--- src/rtl/arbiter_1_to_n_response_engine_if.sv ---
// Response fan-out bus: one ingress packet stream in, N engine egress streams out.
interface arbiter_1_to_n_response_engine_if #(
  parameter int NUM_ENGINE_RECEIVER = 2,
  parameter int PAYLOAD_WIDTH       = 64
);
  logic                                         response_in_valid;
  logic [PAYLOAD_WIDTH-1:0]                     response_in_payload;
  logic                                         fifo_response_prog_full_out;
  logic [NUM_ENGINE_RECEIVER-1:0]               fifo_response_rd_en_in;
  logic [NUM_ENGINE_RECEIVER-1:0]               response_out_valid;
  logic [NUM_ENGINE_RECEIVER*PAYLOAD_WIDTH-1:0] response_out_payload;
  logic                                         fifo_setup_signal;
  logic [15:0]                                  drop_count_out;

  modport master (
    output response_in_valid, response_in_payload, fifo_response_rd_en_in,
    input  fifo_response_prog_full_out, response_out_valid, response_out_payload,
           fifo_setup_signal, drop_count_out
  );

  modport slave (
    input  response_in_valid, response_in_payload, fifo_response_rd_en_in,
    output fifo_response_prog_full_out, response_out_valid, response_out_payload,
           fifo_setup_signal, drop_count_out
  );
endinterface

--- src/rtl/arbiter_1_to_n_response_engine.sv ---
// Routes response packets to per-engine egress FIFOs by payload destination index.
// Optional macro ARBITER_1_TO_N_DROP_COUNT_EN builds the out-of-range drop counter.
module arbiter_1_to_n_response_engine_fifo #(
  parameter int WIDTH       = 64,
  parameter int DEPTH       = 16,
  parameter int PROG_THRESH = 12
) (
  input  logic             ap_clk,
  input  logic             areset,
  input  logic             wr_en,
  input  logic [WIDTH-1:0] wr_data,
  input  logic             rd_en,
  output logic [WIDTH-1:0] rd_data,
  output logic             rd_valid,
  output logic             empty,
  output logic             prog_full
);
  localparam int AW = $clog2(DEPTH);

  logic [WIDTH-1:0] mem [DEPTH];
  logic [AW:0]      wptr, rptr, count;
  logic             full, rd_ok, wr_ok;

  assign count     = wptr - rptr;
  assign empty     = (count == '0);
  assign full      = (count == (AW+1)'(DEPTH));
  assign prog_full = (count >= (AW+1)'(PROG_THRESH));
  assign rd_ok     = rd_en & ~empty;
  // A pop in the same cycle frees the slot, so a full FIFO still accepts a push then.
  assign wr_ok     = wr_en & (~full | rd_ok);

  always_ff @(posedge ap_clk) begin
    if (areset) begin
      wptr     <= '0;
      rptr     <= '0;
      rd_valid <= 1'b0;
    end else begin
      if (wr_ok) wptr <= wptr + (AW+1)'(1);
      if (rd_ok) rptr <= rptr + (AW+1)'(1);
      rd_valid <= rd_ok;
    end
  end

  always_ff @(posedge ap_clk) begin
    if (wr_ok) mem[wptr[AW-1:0]] <= wr_data;
    if (rd_ok) rd_data <= mem[rptr[AW-1:0]];
  end
endmodule

module arbiter_1_to_n_response_engine #(
  parameter int NUM_ENGINE_RECEIVER = 2,
  parameter int PAYLOAD_WIDTH       = 64,
  parameter int ID_LSB              = 0,
  parameter int ID_WIDTH            = 4,
  parameter int FIFO_INGRESS_DEPTH  = 32,
  parameter int FIFO_EGRESS_DEPTH   = 16,
  parameter int PROG_THRESH         = 12
) (
  input logic                            ap_clk,
  input logic                            areset,
  arbiter_1_to_n_response_engine_if.slave bus
);
  localparam int N  = NUM_ENGINE_RECEIVER;
  localparam int PW = PAYLOAD_WIDTH;
  localparam logic [ID_WIDTH:0] N_EXT = (ID_WIDTH+1)'(NUM_ENGINE_RECEIVER);

  typedef enum logic [1:0] {IDLE, FETCH, ROUTE} state_t;
  state_t state, state_next;

  logic                   in_valid_q;
  logic [PW-1:0]          in_payload_q;
  logic                   ing_rd_en, ing_empty, ing_prog_full, ing_rd_valid;
  logic [PW-1:0]          ing_rd_data;
  logic                   prog_full_q;
  logic [PW-1:0]          hold;
  logic [ID_WIDTH-1:0]    dest;
  logic                   dest_bad, route_done;
  logic [2**ID_WIDTH-1:0] egr_pfull_pad;
  logic [N-1:0]           egr_wr, egr_rd_en, egr_empty, egr_pfull, egr_rd_valid;
  logic [PW-1:0]          egr_rd_data [N];
  logic [N-1:0]           out_valid_q;
  logic [N*PW-1:0]        out_payload_q;
  logic [2:0]             setup_cnt;
  logic                   setup;

  always_ff @(posedge ap_clk) begin
    if (areset) begin
      in_valid_q   <= 1'b0;
      in_payload_q <= '0;
      prog_full_q  <= 1'b0;
      setup_cnt    <= '0;
    end else begin
      in_valid_q   <= bus.response_in_valid;
      in_payload_q <= bus.response_in_payload;
      prog_full_q  <= ing_prog_full;
      if (setup_cnt != 3'd4) setup_cnt <= setup_cnt + 3'd1;
    end
  end

  assign setup = (setup_cnt != 3'd4);

  arbiter_1_to_n_response_engine_fifo #(
    .WIDTH(PW), .DEPTH(FIFO_INGRESS_DEPTH), .PROG_THRESH(PROG_THRESH)
  ) u_ingress (
    .ap_clk(ap_clk), .areset(areset),
    .wr_en(in_valid_q), .wr_data(in_payload_q),
    .rd_en(ing_rd_en), .rd_data(ing_rd_data), .rd_valid(ing_rd_valid),
    .empty(ing_empty), .prog_full(ing_prog_full)
  );

  assign dest     = hold[ID_LSB +: ID_WIDTH];
  assign dest_bad = ({1'b0, dest} >= N_EXT);

  always_ff @(posedge ap_clk) begin
    if (areset) begin
      state <= IDLE;
      hold  <= '0;
    end else begin
      state <= state_next;
      if (state == FETCH && ing_rd_valid) hold <= ing_rd_data;
    end
  end

  always_comb begin
    state_next    = state;
    ing_rd_en     = 1'b0;
    egr_wr        = '0;
    route_done    = 1'b0;
    egr_pfull_pad = '0;
    egr_pfull_pad[N-1:0] = egr_pfull;
    case (state)
      IDLE: begin
        if (!ing_empty && !setup) begin
          ing_rd_en  = 1'b1;
          state_next = FETCH;
        end
      end
      FETCH: state_next = ROUTE;
      ROUTE: begin
        // Out-of-range packets complete without a write; in-range ones wait for room.
        if (dest_bad) begin
          route_done = 1'b1;
        end else if (!egr_pfull_pad[dest]) begin
          for (int unsigned i = 0; i < N; i++)
            if (dest == ID_WIDTH'(i)) egr_wr[i] = 1'b1;
          route_done = 1'b1;
        end
        if (route_done) begin
          if (!ing_empty && !setup) begin
            ing_rd_en  = 1'b1;
            state_next = FETCH;
          end else begin
            state_next = IDLE;
          end
        end
      end
      default: state_next = IDLE;
    endcase
  end

  for (genvar g = 0; g < N; g++) begin : g_egress
    assign egr_rd_en[g] = bus.fifo_response_rd_en_in[g] & ~egr_empty[g];

    arbiter_1_to_n_response_engine_fifo #(
      .WIDTH(PW), .DEPTH(FIFO_EGRESS_DEPTH), .PROG_THRESH(PROG_THRESH)
    ) u_egress (
      .ap_clk(ap_clk), .areset(areset),
      .wr_en(egr_wr[g]), .wr_data(hold),
      .rd_en(egr_rd_en[g]), .rd_data(egr_rd_data[g]), .rd_valid(egr_rd_valid[g]),
      .empty(egr_empty[g]), .prog_full(egr_pfull[g])
    );
  end

  always_ff @(posedge ap_clk) begin
    if (areset) begin
      out_valid_q   <= '0;
      out_payload_q <= '0;
    end else begin
      out_valid_q <= egr_rd_valid;
      for (int unsigned i = 0; i < N; i++)
        out_payload_q[i*PW +: PW] <= egr_rd_data[i];
    end
  end

`ifdef ARBITER_1_TO_N_DROP_COUNT_EN
  logic [15:0] drop_cnt;
  always_ff @(posedge ap_clk) begin
    if (areset) drop_cnt <= '0;
    else if (state == ROUTE && dest_bad && drop_cnt != '1) drop_cnt <= drop_cnt + 16'd1;
  end
  assign bus.drop_count_out = drop_cnt;
`else
  assign bus.drop_count_out = '0;
`endif

  assign bus.response_out_valid          = out_valid_q;
  assign bus.response_out_payload        = out_payload_q;
  assign bus.fifo_response_prog_full_out = prog_full_q;
  assign bus.fifo_setup_signal           = setup;
endmodule

--- src/flat_wrapper.sv ---
// flat-port wrapper written by rule: the top's interface ports become plain ports
module arbiter_1_to_n_response_engine_flat 
#(
  parameter int NUM_ENGINE_RECEIVER = 2,
  parameter int PAYLOAD_WIDTH       = 64,
  parameter int ID_LSB              = 0,
  parameter int ID_WIDTH            = 4,
  parameter int FIFO_INGRESS_DEPTH  = 32,
  parameter int FIFO_EGRESS_DEPTH   = 16,
  parameter int PROG_THRESH         = 12
)
  (ap_clk, areset, bus_response_in_valid, bus_response_in_payload, bus_fifo_response_rd_en_in, bus_fifo_response_prog_full_out, bus_response_out_valid, bus_response_out_payload, bus_fifo_setup_signal, bus_drop_count_out);
  arbiter_1_to_n_response_engine_if #(.NUM_ENGINE_RECEIVER(NUM_ENGINE_RECEIVER), .PAYLOAD_WIDTH(PAYLOAD_WIDTH)) bus_i ();
  input logic ap_clk;
  input logic areset;
  input wire logic [$bits(bus_i.response_in_valid)-1:0] bus_response_in_valid;
  input wire logic [$bits(bus_i.response_in_payload)-1:0] bus_response_in_payload;
  input wire logic [$bits(bus_i.fifo_response_rd_en_in)-1:0] bus_fifo_response_rd_en_in;
  output wire logic [$bits(bus_i.fifo_response_prog_full_out)-1:0] bus_fifo_response_prog_full_out;
  output wire logic [$bits(bus_i.response_out_valid)-1:0] bus_response_out_valid;
  output wire logic [$bits(bus_i.response_out_payload)-1:0] bus_response_out_payload;
  output wire logic [$bits(bus_i.fifo_setup_signal)-1:0] bus_fifo_setup_signal;
  output wire logic [$bits(bus_i.drop_count_out)-1:0] bus_drop_count_out;
  assign bus_i.response_in_valid = bus_response_in_valid;
  assign bus_i.response_in_payload = bus_response_in_payload;
  assign bus_i.fifo_response_rd_en_in = bus_fifo_response_rd_en_in;
  assign bus_fifo_response_prog_full_out = bus_i.fifo_response_prog_full_out;
  assign bus_response_out_valid = bus_i.response_out_valid;
  assign bus_response_out_payload = bus_i.response_out_payload;
  assign bus_fifo_setup_signal = bus_i.fifo_setup_signal;
  assign bus_drop_count_out = bus_i.drop_count_out;
  arbiter_1_to_n_response_engine #(.NUM_ENGINE_RECEIVER(NUM_ENGINE_RECEIVER), .PAYLOAD_WIDTH(PAYLOAD_WIDTH), .ID_LSB(ID_LSB), .ID_WIDTH(ID_WIDTH), .FIFO_INGRESS_DEPTH(FIFO_INGRESS_DEPTH), .FIFO_EGRESS_DEPTH(FIFO_EGRESS_DEPTH), .PROG_THRESH(PROG_THRESH)) u_core (.ap_clk(ap_clk), .areset(areset), .bus(bus_i));
endmodule
--- config.mk ---
export PLATFORM = sky130hd
export DESIGN_NAME = arbiter_1_to_n_response_engine_flat
export DESIGN_NICKNAME = d
export VERILOG_FILES = /design/src/rtl/arbiter_1_to_n_response_engine_if.sv /design/src/rtl/arbiter_1_to_n_response_engine.sv /design/src/flat_wrapper.sv
export SDC_FILE = /design/constraint.sdc
export NUM_CORES = 2
export LEC_CHECK = 0
export CAP_MARGIN = 20
export CORE_MARGIN = 2
export CORE_UTILIZATION = 55
export CTS_CLUSTER_SIZE = 20
export DETAILED_ROUTE_END_ITERATION = 16
export PLACE_DENSITY = 0.69
export SLEW_MARGIN = 20
export SYNTH_ARGS = -nofsm -noshare
export SYNTH_HDL_FRONTEND = slang
export SYNTH_SLANG_ARGS = --single-unit
--- constraint.sdc ---
create_clock -name ap_clk -period 12.9 [get_ports ap_clk]
set_clock_uncertainty 0.15 [all_clocks]
set_input_delay 3.225 -clock ap_clk [delete_from_list [all_inputs] [get_ports ap_clk]]
set_output_delay 3.225 -clock ap_clk [all_outputs]
set_load 0.05 [all_outputs]
**Word level (Yosys, flattened, before mapping)**

Memories as Yosys holds them, arrays and structs flattened. A register that Yosys moved wholly into a read port is not among the register bits.
Index checks and enable logic that the tools add are counted.

- Reductions and logical operators: 10
- Bitwise operators: 17
- Mux-type cells: 23
- Equal/unequal tests: 9
- Add/subtract/negate cells: 10
- Magnitude comparators: 5

Operator list:

| cell | number |
|---|---|
| $add A5 B1 Y5 const B | 4 |
| $mux W1 | 15 |
| $add A6 B1 Y6 const B | 2 |
| $eq A5 B5 Y1 const B | 2 |
| $ge A5 B4 Y1 const B | 2 |
| $logic_not A5 Y1 | 2 |
| $mux W2 | 5 |
| $sub A5 B5 Y5 | 2 |
| $and A1 B1 Y1 | 8 |
| $eq A6 B6 Y1 const B | 1 |
| $ge A6 B4 Y1 const B | 1 |
| $logic_not A6 Y1 | 1 |
| $not A1 Y1 | 6 |
| $pmux W2 S3 | 1 |
| $sub A6 B6 Y6 | 1 |
| $lt A4 B5 Y1 const B | 1 |
| $bmux W1 S4 | 1 |
| $eq A4 B1 Y1 const B | 1 |
| $ge A4 B2 Y1 const B | 1 |
| $logic_not A4 Y1 | 1 |
| $ne A2 B1 Y1 const B | 2 |
| $add A3 B1 Y3 const B | 1 |
| $ne A3 B3 Y1 const B | 1 |
| $or A1 B1 Y1 | 3 |
| other kinds (7) | 9 |

- Output and inout bits: 148
- Bits in registers: 300
- Bits of input ports: 69
- RAM bits: 4,096
- Memories kept: 3
- Word-level logic and storage cells: 94

Memories:

| name | depth | width | rd ports | clocked after Yosys merged registers in | wr ports | line | text |
|---|---|---|---|---|---|---|---|
| u_core.u_ingress.mem | 32 | 64 | 1 | 1 | 1 | arbiter_1_to_n_response_engine.sv:20 | `logic [WIDTH-1:0] mem [DEPTH];` |
| u_core.g_egress[0].u_egress.mem | 16 | 64 | 1 | 1 | 1 | arbiter_1_to_n_response_engine.sv:20 |  |
| u_core.g_egress[1].u_egress.mem | 16 | 64 | 1 | 1 | 1 | arbiter_1_to_n_response_engine.sv:20 |  |

**Longest topological paths before layout**

- Depth after elaboration: 14
- Depth in mapped cells: 13
- Mapped depth without buffers: 11

**Hierarchy**

A second synthesis with hierarchy kept.

- Cell total of the unflattened synthesis: 8,075
- Area total of the unflattened synthesis: 172,103.8 µm²

Modules (own cells, without submodules):

| module | instances | sequential area each (µm²) | area an instance (µm²) | cells an instance |
|---|---|---|---|---|
| arbiter_1_to_n_response_engine_fifo (u_core.g_egress[0].u_egress ...) | 2 | 32,891.5 | 41,568.6 | 1,942 |
| arbiter_1_to_n_response_engine_fifo (u_core.u_ingress) | 1 | 63,681.1 | 80,637.3 | 3,450 |
| arbiter_1_to_n_response_engine | 1 | 5,305.1 | 8,329.2 | 741 |

**Worst setup path after synthesis**

OpenSTA, ideal clock, no wires.

- Kind: reg2reg
- Start: reg u_core.g_egress[0].u_egress.rptr[1]
- End: mem u_core.g_egress[0].u_egress.mem[0][0] (enable)
- Required time: 12.185 ns
- Cell stages (with the launch flop): 12
- Setup slack: 5.034 ns
- Clock period less this slack: 7.866 ns
- Arrival time: 7.152 ns
- Path through: dfxtp_1 clkbuf_1 clkbuf_1 clkbuf_1 inv_1 fa_1 a21o_1 a21oi_2 mux2i_1 nor3_2 nand2_1 nor3_1

- Word-level cells in the longest chain between the ends: 10
- Elaborated cells between the ends (all ways): 17

Ends and longest elaborated chain:

| what | line | text |
|---|---|---|
| start, declared | arbiter_1_to_n_response_engine.sv:21 | `logic [AW:0] wptr, rptr, count;` |
| start signal, assigned | arbiter_1_to_n_response_engine.sv:39 | `if (rd_ok) rptr <= rptr + (AW+1)'(1);` |
| $sub A5 B5 Y5 * | arbiter_1_to_n_response_engine.sv:24 | `assign count = wptr - rptr;` |
| $ge A5 B4 Y1 | arbiter_1_to_n_response_engine.sv:27 | `assign prog_full = (count >= (AW+1)'(PROG_THRESH));` |
| $bmux W1 S4 | arbiter_1_to_n_response_engine.sv:143 | `end else if (!egr_pfull_pad[dest]) begin` |
| $mux W1 (implied by the code) | arbiter_1_to_n_response_engine.sv:143 |  |
| $mux W2 | arbiter_1_to_n_response_engine.sv:143 |  |
| $mux W2 | arbiter_1_to_n_response_engine.sv:141 | `if (dest_bad) begin` |
| $mux W2 | arbiter_1_to_n_response_engine.sv:131 | `case (state)` |
| $and A1 B1 Y1 * | arbiter_1_to_n_response_engine.sv:30 | `assign wr_ok = wr_en & (~full \| rd_ok);` |
| $mux W1 * | arbiter_1_to_n_response_engine.sv:45 | `if (wr_ok) mem[wptr[AW-1:0]] <= wr_data;` |
| $mux W1 (implied by the code) * | arbiter_1_to_n_response_engine.sv:45 |  |
| end, declared | arbiter_1_to_n_response_engine.sv:20 |  |

Mark *: on every way between the ends. The rest lies on a longest branch, timed or not. The select of a mux whose other input is x is not followed.

**Worst setup path after layout**

- Start: reg u_core.g_egress[1].u_egress.rptr[1]
- End: mem u_core.u_ingress.mem[18][26] (enable)

- Word-level cells in the longest chain between the ends: 14

Ends and longest elaborated chain:

| what | line | text |
|---|---|---|
| start, declared | arbiter_1_to_n_response_engine.sv:21 |  |
| start signal, assigned | arbiter_1_to_n_response_engine.sv:39 |  |
| $sub A5 B5 Y5 | arbiter_1_to_n_response_engine.sv:24 |  |
| $ge A5 B4 Y1 | arbiter_1_to_n_response_engine.sv:27 |  |
| $bmux W1 S4 | arbiter_1_to_n_response_engine.sv:143 |  |
| $mux W1 (implied by the code) | arbiter_1_to_n_response_engine.sv:143 |  |
| $mux W1 | arbiter_1_to_n_response_engine.sv:143 |  |
| $mux W1 | arbiter_1_to_n_response_engine.sv:141 |  |
| $mux W1 | arbiter_1_to_n_response_engine.sv:131 |  |
| $mux W1 | arbiter_1_to_n_response_engine.sv:148 | `if (route_done) begin` |
| $pmux W1 S2 | arbiter_1_to_n_response_engine.sv:131 |  |
| $and A1 B1 Y1 | arbiter_1_to_n_response_engine.sv:28 | `assign rd_ok = rd_en & ~empty;` |
| $or A1 B1 Y1 | arbiter_1_to_n_response_engine.sv:30 |  |
| $and A1 B1 Y1 | arbiter_1_to_n_response_engine.sv:30 |  |
| $mux W1 | arbiter_1_to_n_response_engine.sv:45 |  |
| $mux W1 (implied by the code) | arbiter_1_to_n_response_engine.sv:45 |  |
| end, declared | arbiter_1_to_n_response_engine.sv:20 |  |

Every way passes these cells. The select of a mux whose other input is x is not followed.

==> flow_results.xml <==
<?xml version="1.0" encoding="UTF-8"?>
<metrics>
  <group name="global_route">
    <metric name="global_route.usage.total" unit="%">24.8</metric>
    <metric name="globalRoute.totalOverflow" unit="">0</metric>
    <metric name="grt_start_max_net_pins" unit="">150</metric>
    <metric name="grt_first_pass_wirelength" unit="mm">559</metric>
    <metric name="grt_pass1_vias" unit="">78500</metric>
    <metric name="grt_antenna_before_repair" unit="">27</metric>
  </group>
  <group name="timing">
    <metric name="finalCritPeriodShare" unit="%">47.2</metric>
    <metric name="worst_pin_slew" unit="ns">1.24</metric>
    <metric name="rsz0062_at_grt" unit="">false</metric>
    <metric name="slew_viol_final" unit="">0</metric>
    <metric name="period_needed" unit="ns">6.09</metric>
    <metric name="achievable-frequency" unit="MHz">164</metric>
    <metric name="report.final.setup_viol" unit="">0</metric>
    <metric name="setup-tns-final" unit="ns">0</metric>
    <metric name="hold_viol_final" unit="">0</metric>
    <metric name="relSlewSlack" unit="%">17.3</metric>
  </group>
  <group name="cts">
    <metric name="cts-root-buf" unit="">sky130_fd_sc_hd__clkbuf_16</metric>
    <metric name="tritoncts_clock_tree" unit="">done</metric>
    <metric name="buffers_inserted_during_post_cts_setup_optimization" unit="">0</metric>
    <metric name="buffers_from_clock_root_to_sink_at_most" unit="">4</metric>
    <metric name="cts.hold.buffers_added" unit="">0</metric>
    <metric name="clock_sink_count" unit="">4588</metric>
    <metric name="max_h_tree_level" unit="">5</metric>
    <metric name="clk-insertion-delay-late" unit="ns">0.99</metric>
    <metric name="cts_buffers" unit="">446</metric>
    <metric name="cts.repair.resized" unit="">0</metric>
    <metric name="clk_pin_slew" unit="ns">0.06</metric>
  </group>
  <group name="power_and_ir_drop">
    <metric name="power.density_cell_area" unit="nW/um^2">171</metric>
    <metric name="power_switching_share" unit="%">22.5</metric>
    <metric name="irDropWorstVdd" unit="uV">145</metric>
    <metric name="power_frac_seq" unit="%">51.5</metric>
    <metric name="clock_power_share" unit="%">39.3</metric>
    <metric name="combinationalPowerShare" unit="%">9.3</metric>
    <metric name="finalPower" unit="mW">32.9</metric>
    <metric name="p_sw" unit="mW">7.41</metric>
    <metric name="intPower" unit="mW">25.5</metric>
    <metric name="static-leakage-power" unit="nW">59.9</metric>
  </group>
  <group name="die">
    <metric name="starting_density_of_the_core" unit="%">55.2</metric>
    <metric name="ios" unit="">217</metric>
    <metric name="die_y" unit="microns">560</metric>
    <metric name="core_region_area" unit="sq um">308000</metric>
    <metric name="die_area" unit="sq um">314000</metric>
    <metric name="std_cell_rows" unit="">204</metric>
    <metric name="die_width" unit="microns">560</metric>
  </group>
  <group name="yosys">
    <metric name="yosys_warnings" unit="">0</metric>
    <metric name="synth_sequential_area_ratio" unit="%">79.3</metric>
    <metric name="asyncSetResetFlopFracSynth" unit="%">0</metric>
    <metric name="synth_top_cells_by_area" unit="">sky130_fd_sc_hd__edfxtp_1, sky130_fd_sc_hd__mux4_2, sky130_fd_sc_hd__dfxtp_1</metric>
    <metric name="synth_top_area_share" unit="%">75.7</metric>
    <metric name="post-synth-top-area-cell" unit="">sky130_fd_sc_hd__edfxtp_1</metric>
    <metric name="netlist_instances" unit="">7150</metric>
    <metric name="synth.ff_latch_count" unit="">4588</metric>
    <metric name="synth_top_flop_cell" unit="">sky130_fd_sc_hd__edfxtp_1</metric>
    <metric name="post_synth.cell_area_avg" unit="sq um">23.8</metric>
    <metric name="ys_types" unit="">56</metric>
    <metric name="synth-edff-count" unit="">4288</metric>
    <metric name="synthesis.area" unit="sq um">170000</metric>
  </group>
  <group name="layout">
    <metric name="final_layout_size_suffix_gt1_share" unit="%">28.7</metric>
    <metric name="final_net_count" unit="">7721</metric>
    <metric name="final_area" unit="sq um">193000</metric>
    <metric name="area.growth.synth_to_final" unit="%">13.2</metric>
    <metric name="utilization" unit="%">62.4</metric>
    <metric name="final_cells" unit="">12100</metric>
  </group>
  <group name="route">
    <metric name="route.detailed.drc" unit="">0</metric>
    <metric name="ant_nets" unit="">0</metric>
    <metric name="totalWireLength" unit="mm">389</metric>
    <metric name="drt_pre_antenna_iters" unit="">6</metric>
    <metric name="routedWlPerCell" unit="microns">32.1</metric>
    <metric name="via_count" unit="">76600</metric>
    <metric name="drt_iter0_drc" unit="">9862</metric>
    <metric name="vias_per_cell" unit="">6.31</metric>
  </group>
  <group name="setup_path">
    <metric name="cp-end-kind" unit="">flop</metric>
    <metric name="crit_path_max_fanout" unit="">61</metric>
    <metric name="timing.critical_path.max_delay_family" unit="">simple AND/OR/NAND/NOR gates</metric>
    <metric name="worst_path_most_repeated_cell" unit="">sky130_fd_sc_hd__buf_4</metric>
    <metric name="path_class" unit="">flop to flop</metric>
    <metric name="timing.critical_path.slowest_cell_delay" unit="ns">1.00</metric>
    <metric name="timing.critical_path.buf_inv" unit="">3</metric>
    <metric name="timing.critical_path.required" unit="ns">13.33</metric>
    <metric name="critical_path_arrival" unit="ns">6.52</metric>
    <metric name="cp_cell_sequence" unit="">inv_1 -&gt; fa_1 -&gt; nand3_1 -&gt; and3_1 -&gt; o21ai_0 -&gt; o221ai_2 -&gt; buf_4 -&gt; and2_1 -&gt; o211ai_2 -&gt; nor2_4 -&gt; buf_4</metric>
    <metric name="worstSetupStartpointType" unit="">flop</metric>
    <metric name="crit_slowest_cell" unit="">sky130_fd_sc_hd__dfxtp_4</metric>
  </group>
  <group name="place">
    <metric name="post-place-cells" unit="">11300</metric>
    <metric name="post_dp_hpwl" unit="mm">206</metric>
    <metric name="place.gp.congestion" unit="">0.799</metric>
    <metric name="dpl_cell_area" unit="sq um">178000</metric>
    <metric name="port_buffers" unit="">200</metric>
  </group>
  <group name="worst_hold_path">
    <metric name="hold_path.class" unit="">flop to flop</metric>
  </group>
  <group name="flow_run">
    <metric name="maxCapViolations" unit="">0</metric>
  </group>
  <group name="outcome">
    <metric name="run_status" unit="">completed</metric>
  </group>
</metrics>
[logic make-up after synthesis]
group	synth area share (%)
muxes	17.0
AOI/OAI and AO/OA	0.394
buffers and inverters	0.996
and+or+nand+nor	1.98
adders and majority gates	0.244
xor gates and xnor gates	0.129
other	0.00221
DFF	79.3
[final cells by class]
type	instances	area [sq um]
flip-flops and latches	4588	135000
fillers	20300	116000
repair buffers	382	3520
inverters	25	116
multi-input cells	2177	34100
diodes	4	10.0
clock buffers	600	12200
well taps	4120	5150
clock inverters	235	2510
[state kept, by name, summed over array words and instances, names as in the netlist, 2 cells and up]
name and count:
u_core.in_payload_q 64, u_core.u_ingress.rd_data 64, u_core.u_ingress.mem 2048, u_core.g_egress.u_egress.wptr 10, u_core.setup_cnt 3, u_core.g_egress.u_egress.mem 2048
u_core.u_ingress.rptr 6, u_core.state 2, u_core.u_ingress.wptr 6, u_core.bus.response_out_valid 2, u_core.g_egress.u_egress.rd_valid 2, u_core.bus.response_out_payload 128
u_core.hold 64, u_core.g_egress.u_egress.rptr 10, u_core.g_egress.u_egress.rd_data 128
[metal layers]
layer  global-route usage, %  vias to the layer above  wire length [microns]
li1                        -                    30900                      -
met1                    34.7                    41200                 149000
met2                    40.9                     3770                 196000
met3                    4.00                      647                  32700
met4                    7.58                        4                  11700
met5                       0                        -                     27
[cells in the final DEF (no fill, tap or decap), drive strengths merged, types with 30 or more instances in the layout]
| cell type | n |
|---|---|
| a21oi | 85 |
| buf | 183 |
| bufinv | 34 |
| clkbuf | 600 |
| clkdlybuf4s50 | 199 |
| clkinv | 178 |
| dfxtp | 300 |
| edfxtp | 4288 |
| ha | 30 |
| inv | 31 |
| mux4 | 1280 |
| nand2 | 339 |
| nor2 | 95 |
| nor2b | 201 |
[worst reg2reg max path, stage by stage (launching register included)]
cell and delay (ns):
sky130_fd_sc_hd__dfxtp_4 1.00, sky130_fd_sc_hd__inv_1 0.24, sky130_fd_sc_hd__fa_1 0.49, sky130_fd_sc_hd__nand3_1 0.12
sky130_fd_sc_hd__and3_1 0.19, sky130_fd_sc_hd__o21ai_0 0.23, sky130_fd_sc_hd__o221ai_2 0.37, sky130_fd_sc_hd__buf_4 0.23
sky130_fd_sc_hd__and2_1 0.29, sky130_fd_sc_hd__o211ai_2 0.46, sky130_fd_sc_hd__nor2_4 0.92, sky130_fd_sc_hd__buf_4 0.91
[final timing paths]
| path | startpoint | slack (ns) | end | cells past startpoint |
|---|---|---|---|---|
| max reg2reg | u_core.g_egress[1].u_egress.rptr[1] | 6.81 | u_core.u_ingress.mem[18][26] | 11 |
| min | u_core.g_egress[0].u_egress.rd_data[31] | 0.30 | u_core.bus.response_out_payload[31] | 1 |
| max | u_core.g_egress[1].u_egress.rptr[1] | 6.81 | u_core.u_ingress.mem[18][26] | 11 |
| min reg2reg | u_core.g_egress[0].u_egress.rd_data[31] | 0.30 | u_core.bus.response_out_payload[31] | 1 |
[synthesized netlist by cell type (18+ instances only)]
cell and n:
sky130_fd_sc_hd__inv_1 23, sky130_fd_sc_hd__buf_4 18, sky130_fd_sc_hd__nand2_1 337, sky130_fd_sc_hd__a21oi_1 84, sky130_fd_sc_hd__ha_1 30, sky130_fd_sc_hd__mux4_2 1280
sky130_fd_sc_hd__buf_1 55, sky130_fd_sc_hd__nor2_1 95, sky130_fd_sc_hd__dfxtp_1 300, sky130_fd_sc_hd__nor2b_1 200, sky130_fd_sc_hd__buf_2 99, sky130_fd_sc_hd__clkbuf_1 203
sky130_fd_sc_hd__edfxtp_1 4288
[power groups by stage]
stage	Sequential (mW)	Clock [mW]	Combinational, mW
after floorplan	17.3	0	2.05
after global placement	17.2	0	3.07
after detailed placement	17.3	0	3.09
after CTS	16.9	13.1	3.10
after global routing	17.0	13.7	3.22
final	16.9	12.9	3.04
[through the flow]
| step | hold slack, ns | setup WS, ns |
|---|---|---|
| final | 0.300 | 6.81 |
| after global routing | 0.317 | 6.57 |
| after CTS | 0.299 | 6.70 |
| after detailed placement | 0.291 | 6.78 |
| after global placement | 0.283 | 6.82 |
| after floorplan | 0.264 | 5.03 |
(Power assumes the default switching activity.)
